[src/rtl/bus_wr_master_if.sv]
// rtl/bus_wr_master_if.sv - command queue and bus-side signals of the write master
interface bus_wr_master_if #(
    parameter int DEPTH = 4
);
    logic                     req_valid;
    logic                     req_ready;
    logic [31:0]              req_addr;
    logic [31:0]              req_data;
    logic                     cs;
    logic                     wr;
    logic [31:0]              addr;
    logic [31:0]              data;
    logic                     wr_done;
    logic                     busy;
    logic [$clog2(DEPTH):0]   level;

    modport master (
        input  req_valid, req_addr, req_data,
        output req_ready, cs, wr, addr, data, wr_done, busy, level
    );

    modport slave (
        output req_valid, req_addr, req_data,
        input  req_ready, cs, wr, addr, data, wr_done, busy, level
    );
endinterface

[src/rtl/bus_wr_master.sv]
// rtl/bus_wr_master.sv - queued write master driving an active-low cs/wr strobe bus
module bus_wr_master #(
    parameter int DEPTH      = 4,
    parameter int STROBE_CYC = 3,
    parameter int GAP_CYC    = 1
) (
    input  logic            clk,
    input  logic            rst,
    bus_wr_master_if.master bus
);
    localparam int AW = $clog2(DEPTH);
    localparam int LW = $clog2(DEPTH) + 1;

    typedef enum logic [1:0] {IDLE, STROBE, GAP} state_t;

    state_t        state;
    logic [3:0]    cnt;
    logic [31:0]   mem_addr [DEPTH];
    logic [31:0]   mem_data [DEPTH];
    logic [AW-1:0] wr_ptr;
    logic [AW-1:0] rd_ptr;
    logic [LW-1:0] level_q;
    logic          cs_q;
    logic          wr_q;
    logic [31:0]   addr_q;
    logic [31:0]   data_q;
    logic          done_q;
    logic          push;
    logic          pop;

    // Ready depends only on the stored level, so a pop on the same edge never frees a slot early.
    assign bus.req_ready = (level_q != LW'(DEPTH));
    assign push          = bus.req_valid && bus.req_ready;
    assign pop           = (state == IDLE) && (level_q != '0);

    assign bus.level   = level_q;
    assign bus.busy    = (state != IDLE) || (level_q != '0);
    assign bus.cs      = cs_q;
    assign bus.wr      = wr_q;
    assign bus.addr    = addr_q;
    assign bus.data    = data_q;
    assign bus.wr_done = done_q;

    always_ff @(posedge clk) begin
        if (rst) begin
            wr_ptr  <= '0;
            rd_ptr  <= '0;
            level_q <= '0;
        end else begin
            if (push) begin
                mem_addr[wr_ptr] <= bus.req_addr;
                mem_data[wr_ptr] <= bus.req_data;
                wr_ptr           <= wr_ptr + AW'(1);
            end
            if (pop) begin
                rd_ptr <= rd_ptr + AW'(1);
            end
            if (push && !pop) begin
                level_q <= level_q + LW'(1);
            end else if (!push && pop) begin
                level_q <= level_q - LW'(1);
            end
        end
    end

    always_ff @(posedge clk) begin
        if (rst) begin
            state  <= IDLE;
            cnt    <= '0;
            cs_q   <= 1'b1;
            wr_q   <= 1'b1;
            addr_q <= '0;
            data_q <= '0;
            done_q <= 1'b0;
        end else begin
            done_q <= 1'b0;
            case (state)
                IDLE: begin
                    if (pop) begin
                        addr_q <= mem_addr[rd_ptr];
                        data_q <= mem_data[rd_ptr];
                        cs_q   <= 1'b0;
                        wr_q   <= 1'b0;
                        cnt    <= 4'(STROBE_CYC);
                        state  <= STROBE;
                    end
                end
                STROBE: begin
                    if (cnt == 4'd1) begin
                        cs_q   <= 1'b1;
                        wr_q   <= 1'b1;
                        addr_q <= '0;
                        data_q <= '0;
                        done_q <= 1'b1;
                        cnt    <= 4'(GAP_CYC);
                        state  <= GAP;
                    end else begin
                        cnt <= cnt - 4'd1;
                    end
                end
                GAP: begin
                    if (cnt == 4'd1) begin
                        state <= IDLE;
                    end else begin
                        cnt <= cnt - 4'd1;
                    end
                end
                default: state <= IDLE;
            endcase
        end
    end
endmodule

[src/flat_wrapper.sv]
// flat-port wrapper written by rule: the top's interface ports become plain ports
module bus_wr_master_flat 
#(
    parameter int DEPTH      = 4,
    parameter int STROBE_CYC = 3,
    parameter int GAP_CYC    = 1
)
  (clk, rst, bus_req_valid, bus_req_addr, bus_req_data, bus_req_ready, bus_cs, bus_wr, bus_addr, bus_data, bus_wr_done, bus_busy, bus_level);
  bus_wr_master_if #(.DEPTH(DEPTH)) bus_i ();
  input  logic clk;
  input  logic rst;
  input wire logic [$bits(bus_i.req_valid)-1:0] bus_req_valid;
  input wire logic [$bits(bus_i.req_addr)-1:0] bus_req_addr;
  input wire logic [$bits(bus_i.req_data)-1:0] bus_req_data;
  output wire logic [$bits(bus_i.req_ready)-1:0] bus_req_ready;
  output wire logic [$bits(bus_i.cs)-1:0] bus_cs;
  output wire logic [$bits(bus_i.wr)-1:0] bus_wr;
  output wire logic [$bits(bus_i.addr)-1:0] bus_addr;
  output wire logic [$bits(bus_i.data)-1:0] bus_data;
  output wire logic [$bits(bus_i.wr_done)-1:0] bus_wr_done;
  output wire logic [$bits(bus_i.busy)-1:0] bus_busy;
  output wire logic [$bits(bus_i.level)-1:0] bus_level;
  assign bus_i.req_valid = bus_req_valid;
  assign bus_i.req_addr = bus_req_addr;
  assign bus_i.req_data = bus_req_data;
  assign bus_req_ready = bus_i.req_ready;
  assign bus_cs = bus_i.cs;
  assign bus_wr = bus_i.wr;
  assign bus_addr = bus_i.addr;
  assign bus_data = bus_i.data;
  assign bus_wr_done = bus_i.wr_done;
  assign bus_busy = bus_i.busy;
  assign bus_level = bus_i.level;
  bus_wr_master #(.DEPTH(DEPTH), .STROBE_CYC(STROBE_CYC), .GAP_CYC(GAP_CYC)) u_core (.clk(clk), .rst(rst), .bus(bus_i));
endmodule
[config.mk]
export PLATFORM = sky130hd
export DESIGN_NAME = bus_wr_master_flat
export DESIGN_NICKNAME = d
export VERILOG_FILES = /design/src/rtl/bus_wr_master_if.sv /design/src/rtl/bus_wr_master.sv /design/src/flat_wrapper.sv
export SDC_FILE = /design/constraint.sdc
export NUM_CORES = 1
export LEC_CHECK = 0
export BUFFER_PORTS_ARGS = -buffer_cell sky130_fd_sc_hd__buf_4
export CORE_UTILIZATION = 40
export CTS_CLUSTER_DIAMETER = 200
export DETAILED_ROUTE_END_ITERATION = 16
export GPL_ROUTABILITY_DRIVEN = 1
export PLACE_DENSITY = 0.67
export SLEW_MARGIN = 20
export SYNTH_ARGS = -nofsm -noshare
export SYNTH_HDL_FRONTEND = slang
export SYNTH_SLANG_ARGS = --single-unit
[constraint.sdc]
create_clock -name clk -period 4.1 [get_ports clk]
set_clock_uncertainty 0.2 [all_clocks]
set_input_delay 1.23 -clock clk [delete_from_list [all_inputs] [get_ports clk]]
set_output_delay 1.23 -clock clk [all_outputs]
set_load 0.01 [all_outputs]
### Word level (Yosys, flattened, before mapping)

Memories as Yosys holds them, arrays and structs flattened. A register that Yosys moved wholly into a read port is not among the register bits.
Index checks and enable logic that the tools add are counted.

| storage, ports and cells | value |
|---|---|
| memories | 2 |
| memory bits (read-only) | 0 |
| bits in registers | 79 |
| RAM bits | 256 |
| latch bits | 0 |
| input port bits | 67 |

| operators by class | value |
|---|---|
| add/subtract/negate cells | 5 |
| bitwise operators | 1 |
| multipliers | 0 |
| div/mod/pow operators | 0 |
| reduce and logical (&&, ||, !) cells | 17 |
| muxes and demuxes | 26 |
| shifts and indexed selects | 0 |
| eq/ne operators | 8 |
| order comparisons | 0 |

Memory list:

| name | words | width | read ports | clocked after Yosys merged registers in | write ports | line | text |
|---|---|---|---|---|---|---|---|
| u_core.mem_addr | 4 | 32 | 1 | 1 | 1 | bus_wr_master.sv:18 | `logic [31:0] mem_addr [DEPTH];` |
| u_core.mem_data | 4 | 32 | 1 | 1 | 1 | bus_wr_master.sv:19 | `logic [31:0] mem_data [DEPTH];` |

Operator list:

| kind | number |
|---|---|
| one-hot mux 32 bit (2 select lines) | 2 |
| two-way mux 32 bit | 3 |
| two-way mux 2 bit | 7 |
| two-way mux 4 bit | 3 |
| one-hot mux 4 bit (3 select lines) | 1 |
| AND reduction 3 bit | 3 |
| two-way mux 1 bit | 6 |
| two-way mux 3 bit | 2 |
| inequality test 2 x 1 -> 1 bit, second input constant | 3 |
| one-hot mux 2 bit (3 select lines) | 1 |
| nonzero test 2 bit | 3 |
| nonzero test 3 bit | 2 |
| adder 2 x 1 -> 2 bit, second input constant | 2 |
| equality test 4 x 1 -> 1 bit, second input constant | 1 |
| logical AND 1 bit | 4 |
| subtractor 4 x 1 -> 4 bit, second input constant | 1 |
| adder 3 x 1 -> 3 bit, second input constant | 1 |
| inequality test 3 bit, second input constant | 1 |
| subtractor 3 x 1 -> 3 bit, second input constant | 1 |
| equality test 2 x 1 -> 1 bit, second input constant | 1 |
| equality test 2 bit, second input constant | 1 |
| zero test 1 bit | 2 |
| zero test 2 bit | 1 |
| inequality test 2 bit, second input constant | 1 |
| 4 further kinds | 4 |

### Longest topological paths before layout

Gate-level depths: netlist of run 1.

| logic depth | value |
|---|---|
| depth in word-level cells | 6 |
| gate-level depth with buffers | 9 |

### Least setup slack after synthesis of run 1

No wires, ideal clock.

| timing path | value |
|---|---|
| path kind | input-to-reg |
| start | in rst |
| end | mem u_core.mem_addr[0][0] (enable) |
| buffers on the path | 1 |
| cell stages on the path | 3 |
| arrival time | 3.090 ns |
| setup slack | 0.381 ns |
| library setup time | 0.429 ns |
| data required time | 3.471 ns |
| cell sequence | buf_2 nor2_1 and2_1 |

| between the ends | value |
|---|---|
| cells in the longest elaborated chain, start to end | 2 |

RTL lines:

| element | line | text |
|---|---|---|
| start, declared | flat_wrapper.sv:11 | `input logic rst;` |
| two-way mux 1 bit | bus_wr_master.sv:45 | `if (rst) begin` |
| two-way mux 1 bit (not written as such) | bus_wr_master.sv:51 | `mem_addr[wr_ptr] <= bus.req_addr;` |
| end, declared | bus_wr_master.sv:18 |  |

Every way passes these cells.

### Final worst setup path of run 1

| timing path | value |
|---|---|
| start | reg u_core.state[0] |
| end | out bus_busy |

| between the ends | value |
|---|---|
| cells in the longest elaborated chain, start to end | 2 |

RTL lines:

| element | line | text |
|---|---|---|
| start, declared | bus_wr_master.sv:16 | `state_t state;` |
| start signal, assigned | bus_wr_master.sv:68 | `state <= IDLE;` |
| start signal, assigned | bus_wr_master.sv:85 | `state <= STROBE;` |
| start signal, assigned | bus_wr_master.sv:96 | `state <= GAP;` |
| nonzero test 2 bit | bus_wr_master.sv:37 | `assign bus.busy = (state != IDLE) \|\| (level_q != '0);` |
| logical OR 1 bit | bus_wr_master.sv:37 |  |
| end, declared | flat_wrapper.sv:21 | `output wire logic [$bits(bus_i.busy)-1:0] bus_busy;` |

Every way passes these cells.

==> results summary, run 1 <==
The final setup slack of the worst path is 0.742 ns. The CTS tree is yes. The hold violation total from the final report was 0. The routed wirelength normalized by instance count is 19.9 µm.

The largest individual stage delay along the critical path comes from the cell sky130_fd_sc_hd__nor4b_4. STA classifies the critical path startpoint as a flop. The largest stage delay on the critical path came out at 0.49 ns. Sorting the synthesized cells by how often they occur yields 256 x sky130_fd_sc_hd__edfxtp_1, 81 x sky130_fd_sc_hd__dfxtp_1, 64 x sky130_fd_sc_hd__mux4_2, 56 x sky130_fd_sc_hd__a22o_2, 14 x sky130_fd_sc_hd__nor2_1.

The overall die height came out at 177 µm. At the pin with the least slew margin, the transition time is 0.985 ns. The worst slew slack as a fraction of its limit is 34.3%.

The total power consumption of the routed design came out at 10.1 mW. The first global-routing pass estimated 35500 µm of wire. The overall die width is 177 µm. The path type of the worst min-delay path is reg2reg. The half-perimeter wire length after placement is 14100 µm. The Yosys step of the flow raised 0 warnings. The share of synthesized registers carrying an async set or reset came out at 0%. A synthesized cell averages 20.8 µm². Global routing consumed, over all layers together, 15.1% of the routing resources.

The synthesized instance count came out at 587. The part of the cycle the worst path needs is 81.9%. The total detailed-routing wirelength came out at 23100 µm. The maximum ir drop on the vdd rail is 0.000380 V. The placement-stage cell area came out at 13700 µm².

The cell area power density came out at 675 nW/µm². The finished layout holds 1161 standard cells, fillers aside. By area the synthesized netlist is led by sky130_fd_sc_hd__edfxtp_1 63%, sky130_fd_sc_hd__dfxtp_1 13%, sky130_fd_sc_hd__mux4_2 12%, sky130_fd_sc_hd__a22o_2 4.6%, sky130_fd_sc_hd__ha_1 1.2%.

The H-tree depth reported by CTS is 2. The worst setup path is of the reg2out kind. The maximum number of pins on one net before global-route repair is 65.

The run finished with clean final reports. The final setup TNS is 0 ns. The total standard cell area after synthesis came out at 12200 µm². The critical path arrival came out at 1.93 ns. For this design, the sink count on the clock tree is 337. The routability-driven placement congestion ratio came out at 0.771.

Among all flip-flop cells after synthesis, the most frequent one is sky130_fd_sc_hd__edfxtp_1. Global routing finished with a remaining overflow of 0. The die outline area came out at 31300 µm². For this run, design rule violations remaining after detail routing come to 0. The maximum root-to-sink buffer count came out at 3. The worst setup path is captured at an output pin. The standby leakage power is 5.25 nW. Counting tap cells, the placed design contains a total of 1097 instances. In this run, CTS created clock tree buffers numbering 36. The dominant cell type by count on the critical path is sky130_fd_sc_hd__inv_1. The number of rows created at floorplan came out at 63. The area of the core region came out at 29900 µm². Across the run, the number of max-cap violations was 0. The signal on the critical path passes through inv_1, ha_1, nor4b_4, inv_1, buf_4. The number of max-slew violations in the final report is 0.

The count of endpoints failing setup in the final report is 0. Setup repair after global routing left no endpoint under its margin. The violation count after the first detailed-routing iteration is 390. Of all nets on the critical path, the largest fanout is 8. The number of hold buffers added after CTS is 0. The number of search-and-repair iterations in the first detailed-routing pass came out at 4. The post-route netlist has 44.1% of its cells at a drive strength greater than 1. The number of distinct library cells after synthesis came out at 43. The total setup buffers inserted after CTS is 0. The number of I/O pins came out at 139. The initial antenna violation count was 2.

The via count came out at 5896. CTS placed an instance of sky130_fd_sc_hd__clkbuf_16 at the clock tree root. The ratio of routed vias to standard cells is 5.08. The largest total area in the synthesized netlist belongs to sky130_fd_sc_hd__edfxtp_1. The CTS clock-pin slew for the worst setup and hold paths came out at 0.06 ns. At the placement stage, the worst setup path has a slack of 1.03 ns.

The top achievable clock speed is 298 MHz. Gates resized during post-CTS repair numbered 0. The most common cell in the netlist is sky130_fd_sc_hd__edfxtp_1. The count of buffers inserted at the top-level ports is 138.

The synthesized design devotes to its leading area cell type 62.8% of total area. The post-route minimum period is 3.36 ns. The antenna violation net count after detailed routing came out at 0. The number of global-route vias before repair came out at 6226. The initial core utilization came out at 41.0%.

Data on the critical path is required at its endpoint by 2.67 ns. The finished cells cover 14900 µm². The antenna diode count came out at 0. The clock network latency to the later pin of the worst-skew pair came out at 0.52 ns. The number of synthesized flops with an enable pin is 256. From synthesis to final layout, the design area changed by 21.8%. The net count reported at finish is 825. The number of nets produced by synthesis came out at 667. The post-synthesis register bit count came out at 337. Sequential elements use 76.1% of the synthesized area.
## placed cells by master, fill, tap and decap left out, types with 2 or more instances in the layout
cell / count
sky130_fd_sc_hd__xnor2_1: 3
sky130_fd_sc_hd__bufinv_16: 3
sky130_fd_sc_hd__clkbuf_1: 5
sky130_fd_sc_hd__clkinv_2: 10
sky130_fd_sc_hd__a22o_1: 8
sky130_fd_sc_hd__mux4_2: 64
sky130_fd_sc_hd__clkinvlp_4: 2
sky130_fd_sc_hd__xor2_1: 2
sky130_fd_sc_hd__inv_1: 11
sky130_fd_sc_hd__or2_2: 2
sky130_fd_sc_hd__mux2i_1: 2
sky130_fd_sc_hd__buf_4: 145
sky130_fd_sc_hd__nand2_1: 5
sky130_fd_sc_hd__edfxtp_1: 256
sky130_fd_sc_hd__clkbuf_16: 36
sky130_fd_sc_hd__or3_1: 2
sky130_fd_sc_hd__clkinv_1: 2
sky130_fd_sc_hd__buf_12: 5
sky130_fd_sc_hd__o21ai_0: 3
sky130_fd_sc_hd__a22o_2: 56
sky130_fd_sc_hd__nor2_1: 14
sky130_fd_sc_hd__clkbuf_8: 4
sky130_fd_sc_hd__dfxtp_4: 2
sky130_fd_sc_hd__o21a_1: 2
sky130_fd_sc_hd__dfxtp_1: 79
sky130_fd_sc_hd__a21o_1: 3
sky130_fd_sc_hd__a311oi_1: 2
sky130_fd_sc_hd__ha_1: 12
sky130_fd_sc_hd__a21oi_1: 7
sky130_fd_sc_hd__and2_4: 4
## report_power, final
| group | switching (mW) | internal [mW] |
|---|---|---|
| registers | 0.396 | 4.17 |
| logic | 1.06 | 1.29 |
| clock network | 1.27 | 1.88 |
| total | 2.72 | 7.34 |
## area by class of cell
class / instances / area [µm²]
fillers: 2414 / 15000
flip-flops and latches: 337 / 9320
multi-input cells: 209 / 2710
repair buffers: 150 / 1190
clock buffers: 45 / 975
well taps: 390 / 488
clock inverters: 19 / 188
inverters: 11 / 41.3
## worst paths after layout
path | start | end | slack, ns | cells after the start
max | u_core.state[0]$_SDFFE_PP0P_ | bus_busy | 0.74 | 5
min | u_core.bus.data[28]$_SDFFE_PP0P_ | u_core.bus.data[28]$_SDFFE_PP0P_ | 0.28 | 1
max reg2reg | u_core.bus.level[0]$_SDFFE_PP0P_ | u_core.bus.level[2]$_SDFFE_PP0P_ | 1.50 | 7
min reg2reg | u_core.bus.data[28]$_SDFFE_PP0P_ | u_core.bus.data[28]$_SDFFE_PP0P_ | 0.28 | 1
## routing by layer
layer	vias to the layer above	global-route usage, %	routed length [µm]	part of all wire (%)
met4	2	3.92	371	1.6
met3	32	4.38	1710	7.4
li1	2714	-	-	-
met5	-	0	13	0.056
met2	161	23.9	10800	47
met1	2987	20.5	10200	44
## critical path, delay by kind of cell, from the launching register on
family / cells / cell delay [ns]
simple gates: 1 / 0.49
fa+ha+maj: 1 / 0.22
flops: 1 / 0.34
buf+inv: 3 / 0.39
## cells by family (layout without fill, tap and decap cells)
| group | count (synthesis) | count (layout) | share of synthesized area, % |
|---|---|---|---|
| and+or+nand+nor | 37 | 37 | 1.79 |
| xor gates and xnor gates | 5 | 5 | 0.358 |
| muxes | 66 | 66 | 11.9 |
| DFF | 337 | 337 | 76.1 |
| adders and majority gates | 13 | 13 | 1.39 |
| buffers and inverters | 41 | 225 | 1.93 |
| AOI/OAI and AO/OA | 88 | 88 | 6.51 |
## metrics by stage
stage	hold slack [ns]	utilization (%)
2_1_floorplan	0.269	-
3_5_place_dp	0.268	46.0
5_1_grt	0.298	49.9
3_3_place_gp	0.267	46.0
4_1_cts	0.282	49.9
6_report	0.280	49.9
## registers in the layout (all words and copies together), names as in the netlist, 2 cells and up, named ones only
| name | flops |
|---|---|
| u_core.mem_addr | 128 |
| u_core.wr_ptr | 2 |
| u_core.bus.data | 32 |
| u_core.cnt | 4 |
| u_core.bus.level | 3 |
| u_core.bus.addr | 32 |
| u_core.rd_ptr | 2 |
| u_core.mem_data | 128 |
| u_core.state | 2 |
No activity file was read; power rests on OpenSTA's default activity.
==> inputs of run 2 (changes only) <==
Settings changed: ABC_AREA set to 1, PLACE_DENSITY 0.67 to 0.69.
Clock period 4.1 ns to 2.77 ns, I/O delays scaled along.
==> results summary, run 2 <==
The total overflow left after global routing is 0. The fraction of layout instances using a drive strength above 1 is 16.3%. The maximum fanout along the worst path is 5.

The maximum ir drop on the vdd rail came out at 0.000837 V. The number of clock sinks came out at 337. The number of synthesized flops with an enable pin is 256. The CTS tree is yes. The final setup TNS is 0 ns.

The number of cells on the worst reg-to-reg path is 12. The critical path goes through inv_1, ha_1, nand3_2, buf_4. The overall die width came out at 184 µm. In the final routed layout, each cell accounts on average for 15.6 µm. The first global-routing pass estimated 45500 µm of wire.

After clock tree synthesis, the repair step resized 0 gates. Counting flops with an async set or reset pin after synthesis yields a share of 0%. In this run the worst setup path begins at u_core.state[0]$_SDFFE_PP0P_. The worst setup path is launched from a flop. The maximum number of pins on one net before global-route repair came out at 129. The initial antenna violation count was 1.

The die outline area came out at 33900 µm². Summing all non-filler instances in the final layout gives an area of 16100 µm². Summed over all cells, the static leakage comes to 6.42 nW.

Including well taps, the total number of placed cells is 1797. In this run the worst setup path terminates at bus_busy. The top-area cell type share of the netlist area is 57.9%.

The worst setup path is captured at an output pin. The most common cell in the netlist is sky130_fd_sc_hd__nand2_1. The part of the cycle the worst path needs came out at 92.6%. The number of buffers created by CTS came out at 36. The clock network latency to the later pin of the worst-skew pair is 0.51 ns. The commonest register cell after synthesis is sky130_fd_sc_hd__edfxtp_1. The number of search-and-repair iterations in the first detailed-routing pass is 5.

Yosys printed 0 warnings. The initial core utilization is 40.7%. The startpoint identified for the worst register-to-register timing path is u_core.state[0]$_SDFFE_PP0P_.

The via count is 8998. The total of max-cap violations is 0. The number of max-slew violations in the final report is 0. In the final layout, the registers with the most flip-flops are u_core.mem_addr x128, u_core.mem_data x128. The post-synthesis average cell area came out at 10.5 µm². The routability-driven placement congestion ratio came out at 0.755.

The largest stage delay on the critical path is 0.33 ns. Sequential elements use 70.1% of the synthesized area. In this run the register-to-register setup slack is 0.40 ns. The logic depth of the worst setup path including buffers is 4. The ratio of routed vias to standard cells is 4.83. The count of cells in the finished layout, fillers not included, comes to 1863. The leading cell type in the layout, fill and taps excluded is sky130_fd_sc_hd__nand2_1. When the netlist entered floorplanning its net count stood at 1342.

The critical path arrival came out at 1.53 ns. The number of I/O pins came out at 139. The count of buffers inserted at the top-level ports came out at 138. After detailed routing, the number of remaining DRC violations is 0. In this run the clock root is driven by a sky130_fd_sc_hd__clkbuf_16. The final hold slack came out at 0.271 ns.

The flow ran to the end, and the final reports show no timing, DRC or antenna violations. The H-tree depth reported by CTS is 2. The setup path with the least slack is of type reg2out. The hold violation total from the final report is 0. The maximum root-to-sink buffer count is 3. The number of distinct library cells after synthesis came out at 24. The CTS clock-pin slew for the worst setup and hold paths came out at 0.06 ns. The worst slew slack as a fraction of its limit came out at 54.6%. The total standard cell area after synthesis came out at 13300 µm². The slowest stage of the critical path belongs to the cell sky130_fd_sc_hd__dfxtp_1. The cell family with the largest share of critical-path delay is flip-flops.

The critical path contains buffers and inverters numbering 2 combined. The placement-stage cell area came out at 14900 µm². Global routing consumed, over all layers together, 17.3% of the routing resources.

The number of global-route vias before repair is 8783. Setup repair after global routing left no endpoint under its margin. Setup violations remaining at the end of the flow were counted as 0.

Sorting the synthesized cells by area gives the leading types as sky130_fd_sc_hd__edfxtp_1 58%, sky130_fd_sc_hd__dfxtp_1 12%, sky130_fd_sc_hd__nand2_1 9.9%, sky130_fd_sc_hd__nor2_1 6.6%, sky130_fd_sc_hd__o21ai_0 4.7%. For the worst setup path, the data required time is 1.74 ns. The biggest area contributor in the post-synthesis netlist is sky130_fd_sc_hd__edfxtp_1.

The floorplan has 66 rows. The violation count after the first detailed-routing iteration came out at 613. In this run the remaining antenna-violating nets after routing total 0. The cell area power density is 1040 nW/µm². The tightest min-delay check is of the reg2reg type. The synthesized instance count is 1262.

After synthesis the netlist holds a flip-flop and latch count of 337. The post-route minimum period came out at 2.56 ns. The total detailed-routing wirelength came out at 29100 µm. In the layout the commonest cells are 349 x sky130_fd_sc_hd__nand2_1, 256 x sky130_fd_sc_hd__edfxtp_1, 228 x sky130_fd_sc_hd__nor2_1, 155 x sky130_fd_sc_hd__buf_4, 124 x sky130_fd_sc_hd__o21ai_0. The final setup slack of the worst path is 0.206 ns. The die is 184 µm tall. The worst register-to-register path ends at u_core.bus.level[2]$_SDFFE_PP0P_. The area added between synthesis and finish came out at 20.9%.

The net count reported at finish came out at 1473. Once the clock tree was built, the setup fixing pass inserted 0 buffers. The area of the core region is 32600 µm². The actual slew at the worst max-slew pin is 0.681 ns. The top achievable clock speed came out at 390 MHz. The HPWL after detailed placement is 17100 µm. After synthesis, the most frequently instantiated cells are 350 x sky130_fd_sc_hd__nand2_1, 256 x sky130_fd_sc_hd__edfxtp_1, 232 x sky130_fd_sc_hd__nor2_1, 124 x sky130_fd_sc_hd__o21ai_0, 81 x sky130_fd_sc_hd__dfxtp_1. Prior to clock tree synthesis, the placed netlist has a worst setup slack of 0.169 ns. The number of hold buffers added after CTS is 0.
==> run 2: changes by cell type in the layout (fill, tap and decap cells not counted), moves of 15 or more <==
cell / change
sky130_fd_sc_hd__nand2_1: +344
sky130_fd_sc_hd__inv_1: +29
sky130_fd_sc_hd__o21ai_0: +121
sky130_fd_sc_hd__a21oi_1: +52
sky130_fd_sc_hd__o21ai_1: +15
sky130_fd_sc_hd__mux4_2: -64
sky130_fd_sc_hd__nor2_1: +214
sky130_fd_sc_hd__a22o_2: -56
==> run 2: worst min path at each step <==
stage | from | endpoint | slack [ns] | cells past startpoint
floorplan | u_core.rd_ptr[1]$_SDFFE_PP0P_ | flop | 0.24 | 2
detailed placement | u_core.rd_ptr[1]$_SDFFE_PP0P_ | flop | 0.27 | 2
global placement | u_core.rd_ptr[1]$_SDFFE_PP0P_ | flop | 0.25 | 2
global route | u_core.rd_ptr[1]$_SDFFE_PP0P_ | flop | 0.29 | 2
CTS | u_core.rd_ptr[1]$_SDFFE_PP0P_ | u_core.rd_ptr[1]$_SDFFE_PP0P_ | 0.28 | 2
finish | u_core.rd_ptr[1]$_SDFFE_PP0P_ | flop | 0.27 | 2
==> run 2: final cells by class <==
type                            count  area [µm²]
Fill cell                        2890       16600
Multi-Input combinational cell    809        3490
Inverter                           45         179
Clock buffer                       46         980
Tap cell                          442         553
Sequential cell                   337        9310
Antenna cell                        2        5.00
Timing Repair Buffer              164        1340
Clock inverter                     18         191
==> run 2: metal layers <==
metal / share of wire [%] / GRT usage (%)
met1: 43 / 21.4
met2: 49 / 30.1
met3: 6.0 / 3.58
met4: 2.3 / 6.00
met5: 0 / 0
==> run 2: metrics by stage <==
| stage | util (%) | power, mW |
|---|---|---|
| after floorplan | - | 10.3 |
| after global placement | 45.6 | 12.0 |
| after detailed placement | 45.6 | 12.1 |
| after CTS | 49.2 | 16.9 |
| after global routing | 49.2 | 17.8 |
| final | 49.2 | 16.7 |
==> run 2: cell families (layout without fill, tap and decap cells) <==
logic type / after synthesis / in the layout / synth area share [%]
AO/OA/AOI/OAI: 198 / 198 / 7.46
AND/OR/NAND/NOR: 597 / 597 / 17.2
buffers and inverters: 116 / 273 / 3.96
other: 0 / 2 / 0
XOR/XNOR: 1 / 1 / 0.0660
adder cells (fa/ha/maj): 13 / 13 / 1.28
flip-flops: 337 / 337 / 70.1
==> run 2: power by group <==
| group | switching, mW | internal [mW] |
|---|---|---|
| Clock | 1.89 | 2.87 |
| Sequential | 0.270 | 6.08 |
| Combinational | 3.64 | 1.94 |
==> run 2: worst register-to-register path: cells and delay by family, from the launching register on <==
kind	cells	cell delay [ns]
AO/OA/AOI/OAI	5	0.59
adder cells (fa/ha/maj)	3	0.78
buffers and inverters	4	0.32
flip-flops	1	0.36
